<file path="src/rtl/branch_pc_unit_if.sv">
// branch_pc_if: control/status bundle between the decode/execute side
// (master) and the PC unit (slave).
//   master drives: stall, branch_en, flag_ctl, ALU flags, offset, call, ret,
//                  jr_en, jr_target
//   slave drives:  pc, pc_plus4, taken, ras_empty, ras_full, ras_err
//                  (+ align_trap when PC_ALIGN_TRAP_EN is defined)
interface branch_pc_if #(
  parameter int ADDR_W = 32,
  parameter int OFF_W  = 30
);
  logic              stall;
  logic              branch_en;
  logic [3:0]        flag_ctl;
  logic              zero_flag;
  logic              sign_flag;
  logic              carry_flag;
  logic              overflow_flag;
  logic [OFF_W-1:0]  offset;
  logic              call;
  logic              ret;
  logic              jr_en;
  logic [ADDR_W-1:0] jr_target;
  logic [ADDR_W-1:0] pc;
  logic [ADDR_W-1:0] pc_plus4;
  logic              taken;
  logic              ras_empty;
  logic              ras_full;
  logic              ras_err;
`ifdef PC_ALIGN_TRAP_EN
  logic              align_trap;
`endif

  modport master (
    output stall, branch_en, flag_ctl, zero_flag, sign_flag, carry_flag,
           overflow_flag, offset, call, ret, jr_en, jr_target,
    input  pc, pc_plus4, taken, ras_empty, ras_full, ras_err
`ifdef PC_ALIGN_TRAP_EN
  , input  align_trap
`endif
  );

  modport slave (
    input  stall, branch_en, flag_ctl, zero_flag, sign_flag, carry_flag,
           overflow_flag, offset, call, ret, jr_en, jr_target,
    output pc, pc_plus4, taken, ras_empty, ras_full, ras_err
`ifdef PC_ALIGN_TRAP_EN
  , output align_trap
`endif
  );
endinterface

</file>
<file path="src/rtl/branch_pc_unit.sv">
// branch_pc_unit: registered PC with next-PC selection and a circular
// return-address stack.
//   clk, rst_n : clock (rising edge), async active-low reset
//   bus        : branch_pc_if.slave -- controls in, pc/pc_plus4/taken and
//                RAS status out
// Next-PC priority: ret > jr_en > taken branch > pc+4. stall freezes pc,
// RAS and ras_err; combinational outputs keep tracking inputs.
// Optional macro PC_ALIGN_TRAP_EN: adds sticky align_trap and forces
// bits [1:0] of misaligned jr/ret targets to zero.
// Assumes OFF_W < ADDR_W and RAS_DEPTH a power of two.
module branch_pc_unit #(
  parameter int                ADDR_W    = 32,
  parameter int                OFF_W     = 30,
  parameter int                RAS_DEPTH = 4,
  parameter logic [ADDR_W-1:0] RESET_PC  = '0
) (
  input  logic       clk,
  input  logic       rst_n,
  branch_pc_if.slave bus
);
  localparam int PTR_W = $clog2(RAS_DEPTH);
  localparam int CNT_W = PTR_W + 1;
  localparam logic [CNT_W-1:0] CNT_FULL = CNT_W'(RAS_DEPTH);

  logic [ADDR_W-1:0]                 pc_q, pc_d;
  logic [RAS_DEPTH-1:0][ADDR_W-1:0]  ras_q, ras_d;
  logic [PTR_W-1:0]                  sp_q, sp_d;   // next write slot
  logic [CNT_W-1:0]                  cnt_q, cnt_d;
  logic                              err_q, err_d;
`ifdef PC_ALIGN_TRAP_EN
  logic                              trap_q, trap_d;
`endif

  logic [ADDR_W-1:0] pc_plus4, off_ext, br_tgt, nxt, ras_top;
  logic              flag_sel, cond, taken;

  always_comb begin
    pc_plus4 = pc_q + ADDR_W'(4);
    off_ext  = {{(ADDR_W-OFF_W){bus.offset[OFF_W-1]}}, bus.offset};
    br_tgt   = pc_plus4 + {off_ext[ADDR_W-3:0], 2'b00};

    case (bus.flag_ctl[2:1])
      2'b00:   flag_sel = bus.sign_flag;
      2'b01:   flag_sel = bus.overflow_flag;
      2'b10:   flag_sel = bus.zero_flag;
      default: flag_sel = bus.carry_flag;
    endcase
    cond  = (flag_sel ^ bus.flag_ctl[0]) | (bus.flag_ctl[3] & bus.flag_ctl[2]);
    taken = cond & bus.branch_en;

    // Top of stack sits one below the write pointer (wraps circularly).
    ras_top = ras_q[sp_q - PTR_W'(1)];

    pc_d  = pc_q;
    ras_d = ras_q;
    sp_d  = sp_q;
    cnt_d = cnt_q;
    err_d = err_q;
    nxt   = pc_plus4;
`ifdef PC_ALIGN_TRAP_EN
    trap_d = trap_q;
`endif

    if (!bus.stall) begin
      if (bus.ret) begin
        if (cnt_q != '0) begin
          nxt   = ras_top;
          sp_d  = sp_q - PTR_W'(1);
          cnt_d = cnt_q - CNT_W'(1);
        end else begin
          err_d = 1'b1;
        end
      end else if (bus.jr_en) begin
        nxt = bus.jr_target;
      end else if (taken) begin
        nxt = br_tgt;
      end

      // Push slot is free by construction: when full it holds the oldest
      // entry, which is exactly what gets overwritten.
      if (taken && bus.call && !bus.ret) begin
        ras_d[sp_q] = pc_plus4;
        sp_d        = sp_q + PTR_W'(1);
        if (cnt_q != CNT_FULL) cnt_d = cnt_q + CNT_W'(1);
      end

`ifdef PC_ALIGN_TRAP_EN
      if (((bus.ret && cnt_q != '0) || (!bus.ret && bus.jr_en)) &&
          nxt[1:0] != 2'b00) begin
        trap_d   = 1'b1;
        nxt[1:0] = 2'b00;
      end
`endif
      pc_d = nxt;
    end
  end

  always_ff @(posedge clk or negedge rst_n) begin
    if (!rst_n) begin
      pc_q   <= RESET_PC;
      ras_q  <= '0;
      sp_q   <= '0;
      cnt_q  <= '0;
      err_q  <= 1'b0;
`ifdef PC_ALIGN_TRAP_EN
      trap_q <= 1'b0;
`endif
    end else begin
      pc_q   <= pc_d;
      ras_q  <= ras_d;
      sp_q   <= sp_d;
      cnt_q  <= cnt_d;
      err_q  <= err_d;
`ifdef PC_ALIGN_TRAP_EN
      trap_q <= trap_d;
`endif
    end
  end

  assign bus.pc        = pc_q;
  assign bus.pc_plus4  = pc_plus4;
  assign bus.taken     = taken;
  assign bus.ras_empty = (cnt_q == '0);
  assign bus.ras_full  = (cnt_q == CNT_FULL);
  assign bus.ras_err   = err_q;
`ifdef PC_ALIGN_TRAP_EN
  assign bus.align_trap = trap_q;
`endif
endmodule
</file>
<file path="src/flat_wrapper.sv">
// flat-port wrapper written by rule: the top's interface ports become plain ports
module branch_pc_unit_flat 
#(
  parameter int                ADDR_W    = 32,
  parameter int                OFF_W     = 30,
  parameter int                RAS_DEPTH = 4,
  parameter logic [ADDR_W-1:0] RESET_PC  = '0
)
  (clk, rst_n, bus_stall, bus_branch_en, bus_flag_ctl, bus_zero_flag, bus_sign_flag, bus_carry_flag, bus_overflow_flag, bus_offset, bus_call, bus_ret, bus_jr_en, bus_jr_target, bus_pc, bus_pc_plus4, bus_taken, bus_ras_empty, bus_ras_full, bus_ras_err);
  branch_pc_if #(.ADDR_W(ADDR_W), .OFF_W(OFF_W)) bus_i ();
  input  logic clk;
  input  logic rst_n;
  input wire logic [$bits(bus_i.stall)-1:0] bus_stall;
  input wire logic [$bits(bus_i.branch_en)-1:0] bus_branch_en;
  input wire logic [$bits(bus_i.flag_ctl)-1:0] bus_flag_ctl;
  input wire logic [$bits(bus_i.zero_flag)-1:0] bus_zero_flag;
  input wire logic [$bits(bus_i.sign_flag)-1:0] bus_sign_flag;
  input wire logic [$bits(bus_i.carry_flag)-1:0] bus_carry_flag;
  input wire logic [$bits(bus_i.overflow_flag)-1:0] bus_overflow_flag;
  input wire logic [$bits(bus_i.offset)-1:0] bus_offset;
  input wire logic [$bits(bus_i.call)-1:0] bus_call;
  input wire logic [$bits(bus_i.ret)-1:0] bus_ret;
  input wire logic [$bits(bus_i.jr_en)-1:0] bus_jr_en;
  input wire logic [$bits(bus_i.jr_target)-1:0] bus_jr_target;
  output wire logic [$bits(bus_i.pc)-1:0] bus_pc;
  output wire logic [$bits(bus_i.pc_plus4)-1:0] bus_pc_plus4;
  output wire logic [$bits(bus_i.taken)-1:0] bus_taken;
  output wire logic [$bits(bus_i.ras_empty)-1:0] bus_ras_empty;
  output wire logic [$bits(bus_i.ras_full)-1:0] bus_ras_full;
  output wire logic [$bits(bus_i.ras_err)-1:0] bus_ras_err;
  assign bus_i.stall = bus_stall;
  assign bus_i.branch_en = bus_branch_en;
  assign bus_i.flag_ctl = bus_flag_ctl;
  assign bus_i.zero_flag = bus_zero_flag;
  assign bus_i.sign_flag = bus_sign_flag;
  assign bus_i.carry_flag = bus_carry_flag;
  assign bus_i.overflow_flag = bus_overflow_flag;
  assign bus_i.offset = bus_offset;
  assign bus_i.call = bus_call;
  assign bus_i.ret = bus_ret;
  assign bus_i.jr_en = bus_jr_en;
  assign bus_i.jr_target = bus_jr_target;
  assign bus_pc = bus_i.pc;
  assign bus_pc_plus4 = bus_i.pc_plus4;
  assign bus_taken = bus_i.taken;
  assign bus_ras_empty = bus_i.ras_empty;
  assign bus_ras_full = bus_i.ras_full;
  assign bus_ras_err = bus_i.ras_err;
  branch_pc_unit #(.ADDR_W(ADDR_W), .OFF_W(OFF_W), .RAS_DEPTH(RAS_DEPTH), .RESET_PC(RESET_PC)) u_core (.clk(clk), .rst_n(rst_n), .bus(bus_i));
endmodule
</file>
<file path="config.mk">
export PLATFORM = sky130hd
export DESIGN_NAME = branch_pc_unit_flat
export DESIGN_NICKNAME = d
export VERILOG_FILES = /design/src/rtl/branch_pc_unit_if.sv /design/src/rtl/branch_pc_unit.sv /design/src/flat_wrapper.sv
export SDC_FILE = /design/constraint.sdc
export NUM_CORES = 1
export LEC_CHECK = 0
export ABC_AREA = 1
export BUFFER_PORTS_ARGS = -buffer_cell sky130_fd_sc_hd__clkbuf_2
export CAP_MARGIN = 25
export CORE_MARGIN = 4
export CORE_UTILIZATION = 60
export CTS_CLUSTER_DIAMETER = 60
export DETAILED_ROUTE_END_ITERATION = 12
export PLACE_DENSITY = 0.86
export SLEW_MARGIN = 20
export SYNTH_ARGS = -nofsm -noshare
export SYNTH_HDL_FRONTEND = slang
export SYNTH_SLANG_ARGS = --single-unit
</file>
<file path="constraint.sdc">
create_clock -name clk -period 5.7 [get_ports clk]
set_input_delay 0.285 -clock clk [delete_from_list [all_inputs] [get_ports clk]]
set_output_delay 0.285 -clock clk [all_outputs]
set_load 0.01 [all_outputs]
</file>
==> out/summary.txt <==
Inserted Diodes: 0
Number of cell instances on the worst register-to-register path: 18
Most frequent cell after synthesis: sky130_fd_sc_hd__nand2_1
Layout cells sized above 1: 11.8%
Sequential element share of the synthesized area: 36.7%
TritonCTS clock tree: built
Biggest area consumer among synthesized cells: sky130_fd_sc_hd__dfrtp_1
Share of the synthesized area in the top cell type: 36.7%
Core area: 18300 µm²
Insertion delay to the later sink of the worst-skew pair: 0.44 ns
Top FF cell, synth: sky130_fd_sc_hd__dfrtp_1
Register Area: 4160 µm²
Switch share: 51.4%
Leading cell types by count after synthesis: 515 x sky130_fd_sc_hd__nand2_1, 197 x sky130_fd_sc_hd__inv_1, 166 x sky130_fd_sc_hd__dfrtp_1
Clock slew at the register clock pins of the worst setup and hold paths: 0.08 ns
TritonCTS buffer count: 17
Required time of the worst setup path: 6.02 ns
Average detailed-routed wire length per instance: 19.0 µm
Starting density of the core: 62.0%
Path type of the worst setup path: reg -> reg
Psw: 0.00383 W
Worst reg2reg startpoint: u_core.bus.pc[2]$_DFFE_PN0N_
Total setup buffers inserted after CTS: 0
Ys async rst share: 100%
Clock Tree Root: sky130_fd_sc_hd__clkbuf_16
Final weighted congestion in routability-driven placement: 1.03
Netlist Area Pre-Place: 11300 µm²
Crit share post-route: 68.0%
Worst setup path start: u_core.bus.pc[2]$_DFFE_PN0N_
Number of DRC markers in iteration 0: 1367
Leak Pwr: 6.65 nW
Maxcap violations: 0
Final setup violating endpoints: 0
Antenna violations before repair: 0
Wire length of the first global-routing pass: 59900 µm
Slack of the worst reg-to-reg path: 1.83 ns
Fill cells: 1600
Maximum fanout along the worst path: 8
Final count of pins violating max slew: 0
Std-Cell Rows: 49
Ratio of routed vias to standard cells: 5.94
Vertical extent of the die: 145 µm
Width of the die: 145 µm
Total number of clock tree sinks: 166
Vias in the first global route: 11059
Setup repair after global routing missed its margin: no
Maximum number of pins on one net before global-route repair: 105
Number of levels the H-tree was split into: 4
Top-level port count: 145
Worst min path class: in -> reg
Sequential group share of total power: 27.8%
Worst setup skew after layout: 0.0144 ns
Final number of hold-violating endpoints: 0
FF+latch count, synth: 166
Sum of negative setup slack: 0 ns
Total wirelength of the detailed-routed design: 38500 µm
Synth Net Count: 1800
Synth area leaders: sky130_fd_sc_hd__dfrtp_1 37%, sky130_fd_sc_hd__nand2_1 17%, sky130_fd_sc_hd__inv_1 6.5%
Synthesized netlist cell count: 1679
Buffers added on ports: 144
Startpoint Class: flop
Critical path destination: u_core.bus.pc[20]$_DFFE_PN0N_
Worst Setup End Kind: flop
Syn Area/Cell: 6.75 µm²
Clock Tree Buf Depth: 2
Number of remaining DRC errors: 0
Number of synthesized flops with an enable pin: 0
Worst reg2reg endpoint: u_core.bus.pc[20]$_DFFE_PN0N_
Total number of nets in the final design: 1902
Relative slew slack: 30.6%
Total gr overflow: 0
Slew of the pin with the lowest slew margin: 1.04 ns
Post-synth cell types: 41
Area added between synthesis and finish: 12.6%
Total power per unit cell area: 584 nW/µm²
Half-perimeter wire length of the detailed placement result: 27800 µm
Largest vdd supply drop: 0.000437 V
Shortest clock period the worst path allows after layout: 3.87 ns
Multi-input gate area: 6090 µm²
Number of vias after detailed routing: 12021
Die ar.: 21100 µm²
Global-route usage over all layers: 35.6%
First-pass iteration count of the detailed router: 6
Maximum frequency from static timing analysis: 258 MHz
Design internal power: 0.00362 W
Crit path DAT: 4.19 ns
Clock Power Share: 15.7%
Number of warnings printed during yosys synthesis: 0
Final hold slack: 0.158 ns
Remaining antenna violation count: 0
Power share of the combinational group: 56.6%
Outcome: finished, final reports clean
-- layout by cell type, fill, tap and decap left out, types with 6 or more instances in the layout --
master                      instances
sky130_fd_sc_hd__a21oi_1          111
sky130_fd_sc_hd__a22oi_1            9
sky130_fd_sc_hd__buf_4              9
sky130_fd_sc_hd__clkbuf_16         17
sky130_fd_sc_hd__clkbuf_2         143
sky130_fd_sc_hd__dfrtp_1          165
sky130_fd_sc_hd__ha_1              43
sky130_fd_sc_hd__inv_1            197
sky130_fd_sc_hd__nand2_1          515
sky130_fd_sc_hd__nand3_1          130
sky130_fd_sc_hd__nand4_1           15
sky130_fd_sc_hd__nor2_1           131
sky130_fd_sc_hd__nor2_2             6
sky130_fd_sc_hd__nor3_1             8
sky130_fd_sc_hd__o211ai_1           9
sky130_fd_sc_hd__o21ai_0          118
sky130_fd_sc_hd__o21ai_1           54
sky130_fd_sc_hd__o21bai_1          17
sky130_fd_sc_hd__xnor2_1            8
sky130_fd_sc_hd__xor2_1            26
-- logic make-up (layout without fill, tap and decap cells) --
family / after synthesis / count (layout) / share of synthesized area [%]
AOI/OAI and AO/OA: 335 / 335 / 15.9
and+or+nand+nor: 824 / 824 / 30.1
DFF: 166 / 166 / 36.7
adders and majority gates: 44 / 44 / 4.93
xor gates and xnor gates: 35 / 35 / 2.77
buffers and inverters: 275 / 390 / 9.61
-- state kept, by name, summed over array words and instances (netlist names) --
register and flops:
u_core.bus.ras_err 1, u_core.cnt_q 3, u_core.ras_q 128, u_core.bus.pc 32, u_core.sp_q 2
-- cell type report --
type,count,share of cell area [%]
multi-input cells,1238,47.7
flip-flops and latches,166,32.6
repair buffers,156,6.74
inverters,202,5.95
clock buffers,17,3.34
well taps,229,2.25
clock inverters,15,1.39
-- layer usage --
metal  GRT usage (%)  vias up  share of wire [%]
li1                -     5610                  -
met1            50.5     5537                 41
met2            52.0      751                 43
met3            10.7      123                 13
met4            13.2        0                3.8
met5               0        -                  0
-- worst min path at each step --
stage                                    from  slack, ns                        endpoint  depth (start not counted)
6_report                     bus_jr_target[1]       0.16    u_core.bus.pc[1]$_DFFE_PN0P_                          3
5_1_grt                      bus_jr_target[1]       0.16    u_core.bus.pc[1]$_DFFE_PN0P_                          3
4_1_cts                      bus_jr_target[1]       0.16    u_core.bus.pc[1]$_DFFE_PN0P_                          3
3_5_place_dp   u_core.bus.ras_err$_DFFE_PN0P_       0.46  u_core.bus.ras_err$_DFFE_PN0P_                          1
3_3_place_gp                            rst_n       0.46      u_core.sp_q[1]$_DFFE_PN0P_                          1
2_1_floorplan                           rst_n      -0.01    u_core.bus.pc[0]$_DFFE_PN0P_                          0
-- repair_timing --
item,CTS,global route
endpoints found under the hold margin,6,0
hold buffers,1,0
gates resized for setup,0,0
-- critical path, stage by stage, from the launching register on --
cell and delay (ns):
sky130_fd_sc_hd__dfrtp_1 0.53, sky130_fd_sc_hd__ha_1 0.27, sky130_fd_sc_hd__nand2_1 0.09, sky130_fd_sc_hd__inv_1 0.09, sky130_fd_sc_hd__nand2_1 0.10, sky130_fd_sc_hd__nor2_1 0.26, sky130_fd_sc_hd__nand2_1 0.12, sky130_fd_sc_hd__o21ai_1 0.33
sky130_fd_sc_hd__inv_1 0.20, sky130_fd_sc_hd__ha_1 0.41, sky130_fd_sc_hd__nand2_1 0.13, sky130_fd_sc_hd__nor2_1 0.27, sky130_fd_sc_hd__nand3_1 0.12, sky130_fd_sc_hd__nand3_1 0.21, sky130_fd_sc_hd__nand2_1 0.10, sky130_fd_sc_hd__nand3_1 0.08
sky130_fd_sc_hd__nand3_1 0.14, sky130_fd_sc_hd__a21oi_1 0.25, sky130_fd_sc_hd__nor2_1 0.06
-- stage by stage --
step | setup WS [ns] | cells | util (%) | total power [W] | area [µm²]
global placement | 1.99 | 1988 | 66.1 | 0.00604 | 12100
floorplan | 2.76 | 1679 | - | 0.00478 | 11300
finish | 1.83 | 2023 | 69.8 | 0.00745 | 12800
CTS | 1.95 | 2022 | 69.6 | 0.00732 | 12700
detailed placement | 1.98 | 1989 | 66.3 | 0.00612 | 12100
global route | 1.49 | 2023 | 69.8 | 0.00800 | 12800
-- power groups by stage --
stage | Clock (W) | Sequential [W] | Combinational (W)
3_3_place_gp | 0 | 0.00203 | 0.00400
6_report | 0.00117 | 0.00207 | 0.00421
5_1_grt | 0.00123 | 0.00211 | 0.00465
4_1_cts | 0.00117 | 0.00204 | 0.00411
3_5_place_dp | 0 | 0.00206 | 0.00406
2_1_floorplan | 0 | 0.00200 | 0.00278
No activity file was read; power rests on OpenSTA's default activity.
